`src/rtl/int2flt_pkg.sv`:
```
// Shared definitions for the integer-to-half-float converter: FSM states,
// exponent bias and the data-memory word map.
package int2flt_pkg;

  typedef enum logic [2:0] {
    S_IDLE,
    S_LOAD,
    S_NORM,
    S_ROUND,
    S_WR_HI,
    S_WR_LO,
    S_DONE
  } state_t;

  localparam int EXP_BIAS = 15;

  localparam int ADDR_OP_HI  = 0;
  localparam int ADDR_OP_LO  = 1;
  localparam int ADDR_RES_HI = 5;
  localparam int ADDR_RES_LO = 6;

endpackage

```
`src/rtl/data_mem.sv`:
```
// Byte-wide data memory: two asynchronous read ports, one synchronous write port.
module data_mem #(
  parameter int DEPTH = 256,
  parameter int AW    = 8
) (
  input  logic          clk,
  input  logic          we_i,
  input  logic [AW-1:0] waddr_i,
  input  logic [7:0]    wdata_i,
  input  logic [AW-1:0] raddr_a_i,
  output logic [7:0]    rdata_a_o,
  input  logic [AW-1:0] raddr_b_i,
  output logic [7:0]    rdata_b_o
);

  logic [7:0] my_memory [0:DEPTH-1];

  // NOTE: the array has no reset on purpose; the operand is preloaded while
  // the converter is held in reset and must survive it.
  always_ff @(posedge clk) begin
    if (we_i) begin
      my_memory[waddr_i] <= wdata_i;
    end
  end

  assign rdata_a_o = my_memory[raddr_a_i];
  assign rdata_b_o = my_memory[raddr_b_i];

endmodule

```
`src/rtl/top_int2_float.sv`:
```
// Converts a 16-bit sign-magnitude integer held in data memory into an IEEE-754
// half-precision value (round to nearest even) and writes it back to memory.
module top_int2_float
  import int2flt_pkg::*;
#(
  parameter int MEM_DEPTH = 256,
  parameter int EXP_BIAS  = int2flt_pkg::EXP_BIAS
) (
  input  logic clk,
  input  logic reset,
  output logic done
);

  localparam int AW = (MEM_DEPTH > 1) ? $clog2(MEM_DEPTH) : 1;

  state_t state_q, state_d;

  logic [15:0]   operand_q;
  logic [4:0]    exp_q;
  logic [14:0]   norm_q;
  logic [15:0]   result_q;

  logic          mem_we;
  logic [AW-1:0] mem_waddr;
  logic [7:0]    mem_wdata;
  logic [7:0]    rdata_hi;
  logic [7:0]    rdata_lo;

  logic [3:0]    msb_pos;
  logic [14:0]   norm_shift;
  logic          guard, sticky, lsb, round_up;
  logic [11:0]   sig_rnd;
  logic          is_zero;
  logic [4:0]    exp_rnd;
  logic [9:0]    frac_rnd;

  data_mem #(
    .DEPTH(MEM_DEPTH),
    .AW   (AW)
  ) data_mem1 (
    .clk      (clk),
    .we_i     (mem_we),
    .waddr_i  (mem_waddr),
    .wdata_i  (mem_wdata),
    .raddr_a_i(AW'(ADDR_OP_HI)),
    .rdata_a_o(rdata_hi),
    .raddr_b_i(AW'(ADDR_OP_LO)),
    .rdata_b_o(rdata_lo)
  );

  // NOTE: sequential state uses non-blocking assignments only, so every
  // register samples values from before the edge.
  always_ff @(posedge clk) begin
    if (reset) begin
      state_q <= S_IDLE;
    end else begin
      state_q <= state_d;
    end
  end

  always_comb begin
    state_d = state_q;
    case (state_q)
      S_IDLE:  state_d = S_LOAD;
      S_LOAD:  state_d = S_NORM;
      S_NORM:  state_d = S_ROUND;
      S_ROUND: state_d = S_WR_HI;
      S_WR_HI: state_d = S_WR_LO;
      S_WR_LO: state_d = S_DONE;
      S_DONE:  state_d = S_DONE;
      default: state_d = S_IDLE;
    endcase
  end

  // NOTE: every combinational output gets a default first, so no path can
  // infer a latch.
  always_comb begin
    done      = 1'b0;
    mem_we    = 1'b0;
    mem_waddr = '0;
    mem_wdata = '0;
    case (state_q)
      S_WR_HI: begin
        mem_we    = 1'b1;
        mem_waddr = AW'(ADDR_RES_HI);
        mem_wdata = result_q[15:8];
      end
      S_WR_LO: begin
        mem_we    = 1'b1;
        mem_waddr = AW'(ADDR_RES_LO);
        mem_wdata = result_q[7:0];
      end
      S_DONE:  done = 1'b1;
      default: ;
    endcase
  end

  // Highest set bit wins because later iterations overwrite earlier ones.
  always_comb begin
    msb_pos = '0;
    for (int i = 0; i < 15; i++) begin
      if (operand_q[i]) msb_pos = 4'(i);
    end
    norm_shift = operand_q[14:0] << (4'd14 - msb_pos);
  end

  // norm_q holds the magnitude with its leading one at bit 14: bits 14:4 are
  // the 11-bit significand, bit 3 the guard, bits 2:0 the sticky bits.
  always_comb begin
    guard    = norm_q[3];
    sticky   = |norm_q[2:0];
    lsb      = norm_q[4];
    round_up = guard & (lsb | sticky);
    sig_rnd  = {1'b0, norm_q[14:4]} + {11'd0, round_up};
    is_zero  = ~(sig_rnd[11] | sig_rnd[10]);
    exp_rnd  = is_zero ? 5'd0 : (exp_q + {4'd0, sig_rnd[11]});
    frac_rnd = sig_rnd[11] ? 10'd0 : sig_rnd[9:0];
  end

  always_ff @(posedge clk) begin
    if (reset) begin
      operand_q <= '0;
      exp_q     <= '0;
      norm_q    <= '0;
      result_q  <= '0;
    end else begin
      case (state_q)
        S_LOAD:  operand_q <= {rdata_hi, rdata_lo};
        S_NORM: begin
          exp_q  <= 5'(msb_pos) + 5'(EXP_BIAS);
          norm_q <= norm_shift;
        end
        S_ROUND: result_q <= {operand_q[15], exp_rnd, frac_rnd};
        default: ;
      endcase
    end
  end

endmodule

```
`config.mk`:
```
export PLATFORM = sky130hd
export DESIGN_NAME = top_int2_float
export DESIGN_NICKNAME = d
export VERILOG_FILES = /design/src/rtl/int2flt_pkg.sv /design/src/rtl/data_mem.sv /design/src/rtl/top_int2_float.sv
export SDC_FILE = /design/constraint.sdc
export NUM_CORES = 1
export LEC_CHECK = 0
export CORE_AREA = 2 2 39 41
export CTS_CLUSTER_DIAMETER = 80
export DETAILED_ROUTE_END_ITERATION = 8
export DIE_AREA = 0 0 41 43
export HOLD_SLACK_MARGIN = 0.05
export PLACE_DENSITY = 0.3
export SYNTH_ARGS = -nofsm -noshare
export SYNTH_HDL_FRONTEND = slang
export SYNTH_SLANG_ARGS = --single-unit
```
`constraint.sdc`:
```
create_clock -name clk -period 1.2 [get_ports clk]
set_clock_uncertainty 0.05 [all_clocks]
set_input_delay 0.24 -clock clk [delete_from_list [all_inputs] [get_ports clk]]
set_output_delay 0.24 -clock clk [all_outputs]
set_load 0.01 [all_outputs]
```
# After elaboration in Yosys (flattened, before gate mapping)
# Cells that the tools add are included.
# op_classes
reduce_logical	2
eq_ne	6
mux	2
# ops
op	n
$pmux W3 S6	1
$eq A3 B3 Y1 const B	3
$eq A3 B2 Y1 const B	2
$eq A3 B1 Y1 const B	1
$logic_not A3 Y1	1
$reduce_or A2 Y1	1
$mux W1	1
# word_totals
out_inout_bits	1
regBits	3
inputBits	2

# Depth between registers and ports, before layout
# Gate-level depths: netlist (run 1).
# depth
ltp_word	3
mapped_depth	4
ltp_nobuf	4

# Worst setup path before layout (run 1)
# No wires, ideal clock.
# synth_timing
path_kind	register to output
startpoint	register state_q[0]
endpoint	output done
path_stages_with_launch	4
n_path_buf	0
arrival_time_ns	0.801
required_time_ns	0.910
slack_ns	0.109
path_cell_list	dfxtp_1 > inv_1 > ha_1 > and2_2
# synth_between
elab_chain_len	2
# synth_rtl
element	line_no	source
start, declared	top_int2_float.sv:16	state_t state_q, state_d;
start signal, assigned	top_int2_float.sv:57	state_q <= state_d;
$eq A3 B3 Y1	top_int2_float.sv:82	case (state_q)
$mux W1	top_int2_float.sv:82	
end, declared	top_int2_float.sv:11	output logic done
# Every way passes these cells.

# Worst setup path after layout (run 1)
# Same ends and word-level chain as after synthesis.

==> qor.yml, run 1 <==
timing:
  hold_viol_final: 0
  setup_ws_ns: -0.08341
  drv_slew: 0
  post-route-period-util: 1.070
  max_slew_margin: 0.9028
  rsz0062_at_grt: "yes"
  fin_tns_setup_ns: -0.08341
  period_needed_ns: 1.283
  holdWs_ns: 0.4999
  finalSetupViolations: 1
  tightest_slew_ns: 0.1455
  timing.fmax_mhz: 779.2
final_layout:
  n_fill_cell: 153
  regMostFlops: "state_q"
  utilization: 0.2278
  antenna_cells: 0
  layout.cells.non_filler: 44
  multi_input_area_um2: 136.4
  syn_to_final_growth_pct: 93.85
  final_net_count: 35
  largest_register_ffs: 3
  layout.area.seq_um2: 62.56
  top_regs: "state_q (3)"
  drive_gt1_frac: 0.6429
  stdcell_area_um2: 315.3
clock_tree:
  clk_pin_slew_ns: 0.04
  cts-root-buf: "clkbuf_4"
  clk_latency_ns: 0.23
  numClockSinks: 3
  cts_buffers: 3
  cts_tree: "yes"
  htreeDepth: 1
  cts_buffer_depth: 2
setup_path:
  critPathArrivalTime_ns: 0.99
  critPathKind: "reg -> out"
  rrSetupSlack_ns: 0.05
  endpoint_kind: "output port"
  crit_fanout: 2
  r2r_cells: 5
  rr_endpoint: "state_q[2]"
  r2r-start: "state_q[1]"
  startpoint_type: "register"
  required_ns: 0.91
floorplan:
  io_pins: 3
  start_util: 0.1175
  die-area_mm2: 0.001763
  core_area_mm2: 0.001384
  die_y_um: 43
  rows: 14
  die_w_um: 41
drt:
  drt_pass1_iterations: 1
  wl_per_cell_um: 8.114
  wirelength_um: 357
  first_iter_violations: 0
  drtAntennaViolNets: 0
  viasPerCell: 3.250
  num_vias: 143
  remaining_drc_errors: 0
power:
  leakage_nw: 0.1329
  total_power_uw: 616.7
  power_density_mw_per_mm2: 1956
  ir_worst_vdd_mv: 0.6155
synthesis:
  synth_edf_count: 0
  avgSynthCellArea_um2: 9.568
  synth_ff_type: "dfxtp_1"
  synthDominantCellAreaShare: 0.3692
  synthTopCellsByArea: "dfxtp_1 37%, ha_1 31%, inv_1 6.9%"
  syn_area_um2: 162.7
  yosysWarnings: 0
  async_reset_ff_frac: 0
  yosys.area.top_type: "dfxtp_1"
  synth.yosys.seq_area_share: 0.3692
  ys_types: 10
  synth_common_cells: "4 x ha_1, 3 x dfxtp_1, 3 x inv_1"
  synth_cells: 17
  synth-seq-cells: 3
  synthMostInstantiatedCell: "ha_1"
  syn_nets: 23
global_routing:
  met3_usage: 0.01571
  grt_first_pass_wirelength_um: 593
  grt_max_degree: 4
  use_met2: 0.08750
  busiest_layer: "met2"
  grt_overflow_total: 0
  antenna_found_initial: 0
  grt_pass1_vias: 183
  track_usage: 0.05411
  grt_use_met1: 0.03834
placed_design:
  io_buffer_count: 2
  placed_area_um2: 240.2
  pre_cts_ws_ns: -0.3496
  place_inst: 40
  routabilityCongestion: 0.7413
outcome:
  violations: "setup timing"
  outcome: "finished, violations left"
run:
  drv_cap: 0
hold_path:
  hold_start: "state_q[2]"
  holdPathEnd: "state_q[2]"
  hold_path_class: "reg -> reg"
  hold_depth: 2
==> placed cells by master (no fill, tap or decap), types with 2 or more instances in the layout <==
| cell type | instances |
|---|---|
| dfxtp_2 | 2 |
| ha_4 | 2 |
| inv_1 | 2 |
| clkbuf_4 | 3 |
| buf_4 | 5 |
==> critical path, cell delays in order, from the launching register on <==
cell,delay (ns)
dfxtp_2,0.33
inv_2,0.05
ha_4,0.15
and2_4,0.13
buf_6,0.11
==> report_power, final <==
part	switching, mW	internal [mW]
logic	0.123	0.164
clock network	0.0476	0.124
registers	0.0243	0.134
==> how the worst max path moves through the flow <==
stage	startpoint	to	slack [ns]	depth (start not counted)
4_1_cts	state_q[0]	done	-0.10	4
2_1_floorplan	state_q[0]	done	0.11	3
3_5_place_dp	state_q[0]	done	-0.35	4
3_3_place_gp	state_q[0]	done	-0.34	4
5_1_grt	state_q[0]	done	-0.12	4
6_report	state_q[0]	done	-0.08	4
==> logic make-up (layout without fill, tap and decap cells) <==
logic type	count (synthesis)	in the layout	share of synthesized area
AO/OA/AOI/OAI	2	2	0.07691
adder cells (fa/ha/maj)	4	4	0.3077
buffers and inverters	3	14	0.06923
flip-flops	3	3	0.3692
AND/OR/NAND/NOR	5	5	0.1769
==> per-layer routing <==
metal / wire, um / up-vias
li1: - / 74
met2: 239 / 3
met1: 104 / 66
met4: 0 / 0
met3: 12 / 0
met5: 0 / -
==> repair_timing <==
action	4_1_cts	5_1_grt
hold buffers	0	0
endpoints found under the setup margin	1	2
gates resized for setup	13	4
setup buffers	1	0
pin swaps	4	3
==> cell type report <==
class	count	area share
clock buffer	4	0.08333
tap	16	0.06349
inverter	3	0.03571
sequential	3	0.1984
multi-input combinational	11	0.4325
timing repair buffer	7	0.1865
(Power assumes the default switching activity.)
==> run 2, diff against run 1 <==
--- a/config.mk
+++ b/config.mk
@@ -6,6 +6,7 @@
 export NUM_CORES = 1
 export LEC_CHECK = 0
 export CORE_AREA = 2 2 39 41
+export CTS_BUF_LIST = sky130_fd_sc_hd__clkbuf_4 sky130_fd_sc_hd__clkbuf_8 sky130_fd_sc_hd__clkbuf_16
 export CTS_CLUSTER_DIAMETER = 80
 export DETAILED_ROUTE_END_ITERATION = 8
 export DIE_AREA = 0 0 41 43
==> run 2 against run 1 <==
Against the previous run: the run still ends with setup timing left; clock power increased by 13%; wire length is 0.28% lower; final cell count did not move; combinational power barely moved; sequential share of layout area decreased by 0.23 points; flip-flop and latch count is the same; count of clock-buffer cells in the layout unchanged; critical path depth did not move; sequential power about the same; maximum frequency about the same; worst setup slack barely moved; critical path type unchanged; critical endpoint unchanged; highest routed layer unchanged.
==> qor.yml, run 2 (same netlist as run 1, synthesis figures left out) <==
outcome:
  outcome: "finished, violations left"
  violations: "setup timing"
power:
  ir_worst_vdd_mv: 0.6136  # -0.32%
  leakage_nw: 0.1363  # +2.6%
  total_power_uw: 639.3  # +3.7%
  power_density_mw_per_mm2: 2004  # +2.4%
placed_design:
  placed_area_um2: 240.2  # unchanged
  io_buffer_count: 2  # unchanged
  routabilityCongestion: 0.7413  # unchanged
  pre_cts_ws_ns: -0.3496  # unchanged
clock_tree:
  clk_pin_slew_ns: 0.04  # about the same
  postCtsHoldBufs: 0  # unchanged
  htreeDepth: 1  # unchanged
  numClockSinks: 3  # unchanged
  cts_buffer_depth: 2  # unchanged
  cts-root-buf: "clkbuf_4"
  cts_buffers: 3  # unchanged
  cts_tree: "yes"
  clk_latency_ns: 0.23  # about the same
timing:
  hold_viol_final: 0  # unchanged
  setup_ws_ns: -0.08357  # -0.0001613 ns
  rsz0062_at_grt: "yes"
  tightest_slew_ns: 0.1455  # unchanged
  holdWs_ns: 0.4999  # unchanged
  drv_slew: 0  # unchanged
  post-route-period-util: 1.070  # about the same
  period_needed_ns: 1.284  # +0.0001613 ns
  finalSetupViolations: 1  # unchanged
  max_slew_margin: 0.9028  # unchanged
  timing.fmax_mhz: 779.1  # about the same
final_layout:
  top_regs: "state_q (3)"
  final_net_count: 35  # unchanged
  antenna_cells: 0  # unchanged
  largest_register_ffs: 3  # unchanged
  syn_to_final_growth_pct: 96.15
  n_fill_cell: 154  # +0.65%
  regMostFlops: "state_q"
  stdcell_area_um2: 319.1  # +1.2%
  utilization: 0.2306  # +0.002713
  drive_gt1_frac: 0.6786  # +0.03571
  final_common_cell: "buf_4"
  final_cell_mix: "5 x buf_4, 4 x clkbuf_4, 2 x inv_1, 2 x ha_4, 2 x dfxtp_2"
setup_path:
  endpoint_kind: "output port"
  crit_fanout: 2  # unchanged
  startpoint_type: "register"
  crit_start: "state_q[0]"
  critPathArrivalTime_ns: 0.99  # about the same
  r2r-start: "state_q[1]"
  required_ns: 0.91  # about the same
  critPathKind: "reg -> out"
drt:
  drt_pass1_iterations: 1  # unchanged
  wl_per_cell_um: 8.091  # -0.28%
  remaining_drc_errors: 0  # unchanged
  first_iter_violations: 0  # unchanged
  viasPerCell: 3.250  # unchanged
  num_vias: 143  # unchanged
  wirelength_um: 356  # -0.28%
  drtAntennaViolNets: 0  # unchanged
global_routing:
  grt_pass1_vias: 183  # unchanged
  grt_overflow_total: 0  # unchanged
  grt_max_degree: 4  # unchanged
  antenna_found_initial: 0  # unchanged
  grt_first_pass_wirelength_um: 593  # unchanged
  track_usage: 0.05411  # unchanged
floorplan:
  io_pins: 3  # unchanged
  core_area_mm2: 0.001384  # unchanged
  die_w_um: 41  # unchanged
  die_y_um: 43  # unchanged
  rows: 14  # unchanged
  die-area_mm2: 0.001763  # unchanged
  start_util: 0.1175  # unchanged
hold_path:
  hold_start: "state_q[2]"
  hold_path_class: "reg -> reg"
run:
  drv_cap: 0  # unchanged
## run 2: cell types whose count changed in the layout (fill, tap and decap cells not counted)
cell | before | now
clkbuf_1 | 1 | 0
clkbuf_4 | 3 | 4
## run 2: critical path: stages, from the launching register on
cell and delay (ns):
dfxtp_2 0.33, inv_2 0.05, ha_4 0.15, and2_4 0.13, buf_6 0.11
## run 2: through the flow
| step | instances | TNS [ns] |
|---|---|---|
| finish | 44 | -0.08357 |
| floorplan | 17 | 0 |
| global route | 44 | -0.1175 |
| CTS | 45 | -0.09897 |
| detailed placement | 40 | -0.3496 |
| global placement | 40 | -0.3382 |
## run 2: power breakdown
part / switching (mW) / internal, mW / leakage [nW] / total [mW]
Sequential: 0.0243 / 0.134 / 0.0253 / 0.158
Combinational: 0.123 / 0.164 / 0.0926 / 0.287
Clock: 0.0477 / 0.147 / 0.0184 / 0.195
Total: 0.195 / 0.444 / 0.136 / 0.639
## run 2: path summary, 6_finish.rpt
path	endpoint	slack, ns	cells after the start
max	done	-0.08	4
min	state_q[2]	0.50	2
min reg2reg	state_q[2]	0.50	2
max reg2reg	state_q[2]	0.05	5
## run 2: final cells by class
class,count,area [um2],area share
multi-input cells,11,136.4,0.4275
clock buffers,4,30.03,0.09412
well taps,16,20.02,0.06275
inverters,3,11.26,0.03529
repair buffers,7,58.81,0.1843
flip-flops and latches,3,62.56,0.1961
## run 2: repair_timing
item / CTS / global route
setup endpoints to repair: 1 / 2
gates cloned: 0 / 0
pin swaps: 4 / 3
resized for setup: 13 / 4
setup buffers: 1 / 0
## run 2: layer usage
layer,part of all wire,wire [um],GRT usage,up-vias
met4,0,0,0.07333,0
met2,0.66,236,0.08750,3
li1,-,-,-,74
met5,0,0,0,-
met3,0.034,12,0.01571,0
met1,0.30,107,0.03834,66
==> run 3, diff against run 2 <==
--- a/config.mk
+++ b/config.mk
@@ -15,3 +15,4 @@
 export SYNTH_ARGS = -nofsm -noshare
 export SYNTH_HDL_FRONTEND = slang
 export SYNTH_SLANG_ARGS = --single-unit
+export TNS_END_PERCENT = 5
==> run 3 against run 2 <==
Against the previous run: the flow still finishes with violations (setup timing); total power down 4.9%; hold slack better by 0.013 ns; global-route usage unchanged; register-to-register slack worse by 0.04 ns; cell area down 2.4%; clock power about the same; largest cell class unchanged; largest power group unchanged.
==> qor.yml, run 3 (same netlist as run 1, synthesis figures left out) <==
outcome:
  outcome: "finished, violations left"
  violations: "setup timing"
timing:
  period_needed_ns: 1.286  # +0.002727 ns
  setup_ws_ns: -0.08630  # -0.002727 ns
  max_slew_margin: 0.8709  # -0.03191
  timing.fmax_mhz: 777.4  # -0.21%
  post-route-period-util: 1.072  # +0.002273
  hold_viol_final: 0  # unchanged
  fin_tns_setup_ns: -0.08630  # -0.002727 ns
  finalSetupViolations: 1  # unchanged
  rsz0062_at_grt: "yes"
  drv_slew: 0  # unchanged
  tightest_slew_ns: 0.1924  # +0.04697 ns
clock_tree:
  cts_buffers: 3  # unchanged
  clk_latency_ns: 0.23  # about the same
  cts_tree: "yes"
  cts_buffer_depth: 2  # unchanged
  htreeDepth: 1  # unchanged
  cts-root-buf: "clkbuf_4"
  clk_pin_slew_ns: 0.04  # about the same
  numClockSinks: 3  # unchanged
  postCtsHoldBufs: 0  # unchanged
power:
  total_power_uw: 608.2  # -4.9%
  power_density_mw_per_mm2: 1952  # -2.6%
  ir_worst_vdd_mv: 0.5830  # -5.0%
  leakage_nw: 0.1398  # +2.6%
final_layout:
  regMostFlops: "state_q"
  final_net_count: 36  # +2.9%
  final_cell_mix: "6 x buf_4, 4 x clkbuf_4"
  antenna_cells: 0  # unchanged
  final_common_cell: "buf_4"
  n_fill_cell: 153  # -0.65%
  stdcell_area_um2: 311.5  # -2.4%
  drive_gt1_frac: 0.5862  # -0.09236
  largest_register_ffs: 3  # unchanged
  syn_to_final_growth_pct: 91.54
  top_regs: "state_q (3)"
placed_design:
  routabilityCongestion: 0.7413  # unchanged
  pre_cts_ws_ns: -0.3496  # unchanged
  placed_area_um2: 240.2  # unchanged
  io_buffer_count: 2  # unchanged
hold_path:
  hold_depth: 2  # unchanged
  hold_path_class: "reg -> reg"
  hold_start: "state_q[2]"
drt:
  viasPerCell: 3.244  # -0.17%
  first_iter_violations: 0  # unchanged
  wirelength_um: 359  # +0.84%
  drt_pass1_iterations: 1  # unchanged
  num_vias: 146  # +2.1%
  drtAntennaViolNets: 0  # unchanged
  wl_per_cell_um: 7.978  # -1.4%
  remaining_drc_errors: 0  # unchanged
floorplan:
  core_area_mm2: 0.001384  # unchanged
  start_util: 0.1175  # unchanged
  die_w_um: 41  # unchanged
  die_y_um: 43  # unchanged
  die-area_mm2: 0.001763  # unchanged
  rows: 14  # unchanged
  io_pins: 3  # unchanged
global_routing:
  grt_pass1_vias: 183  # unchanged
  track_usage: 0.05411  # unchanged
  grt_max_degree: 4  # unchanged
  grt_first_pass_wirelength_um: 593  # unchanged
  grt_overflow_total: 0  # unchanged
  antenna_found_initial: 0  # unchanged
setup_path:
  crit_start: "state_q[0]"
  cp-endpoint: "done"
  critPathArrivalTime_ns: 1.00  # about the same
  startpoint_type: "register"
  required_ns: 0.91  # about the same
  critPathKind: "reg -> out"
  rr_endpoint: "state_q[2]"
  crit_fanout: 2  # unchanged
  endpoint_kind: "output port"
  rrSetupSlack_ns: 0.01  # -0.04 ns
  r2r-start: "state_q[0]"
  r2r_cells: 6  # +1
run:
  drv_cap: 0  # unchanged
## run 3: worst min-delay path by stage
stage / to / slack (ns)
6_report: state_q[2] / 0.51
4_1_cts: state_q[2] / 0.51
2_1_floorplan: state_q[0] / 0.26
3_5_place_dp: state_q[2] / 0.49
3_3_place_gp: state_q[2] / 0.48
5_1_grt: state_q[2] / 0.54
## run 3: power by group
part	switching, mW	internal [mW]
Clock	0.0477	0.147
Sequential	0.0249	0.131
Combinational	0.106	0.152
## run 3: metrics by stage
stage	instances	hold WS [ns]	utilization
floorplan	17	0.2591	-
global placement	40	0.4776	0.1736
detailed placement	40	0.4850	0.1736
CTS	45	0.5083	0.2251
global route	45	0.5412	0.2251
finish	45	0.5131	0.2251
## run 3: final cells by class
| type | instances | area, um2 | area share |
|---|---|---|---|
| clock buffers | 4 | 30.03 | 0.09639 |
| inverters | 3 | 11.26 | 0.03614 |
| multi-input cells | 11 | 122.6 | 0.3936 |
| flip-flops and latches | 3 | 61.31 | 0.1968 |
| well taps | 16 | 20.02 | 0.06426 |
| repair buffers | 8 | 66.31 | 0.2129 |
## run 3: repair_timing
item	4_1_cts	5_1_grt
setup endpoints to repair	1	2
resized for setup	13	0
pin swaps	4	0
setup buffers	1	0
## run 3: critical path: stages, from the launching register on
cell     delay, ns
dfxtp_2       0.33
inv_2         0.05
ha_4          0.15
and2_4        0.13
buf_6         0.11
## run 3: routing by layer
metal  track usage  part of all wire
met1       0.03834              0.33
met2       0.08750              0.63
met3       0.01571             0.033
met4       0.07333                 0
met5             0                 0
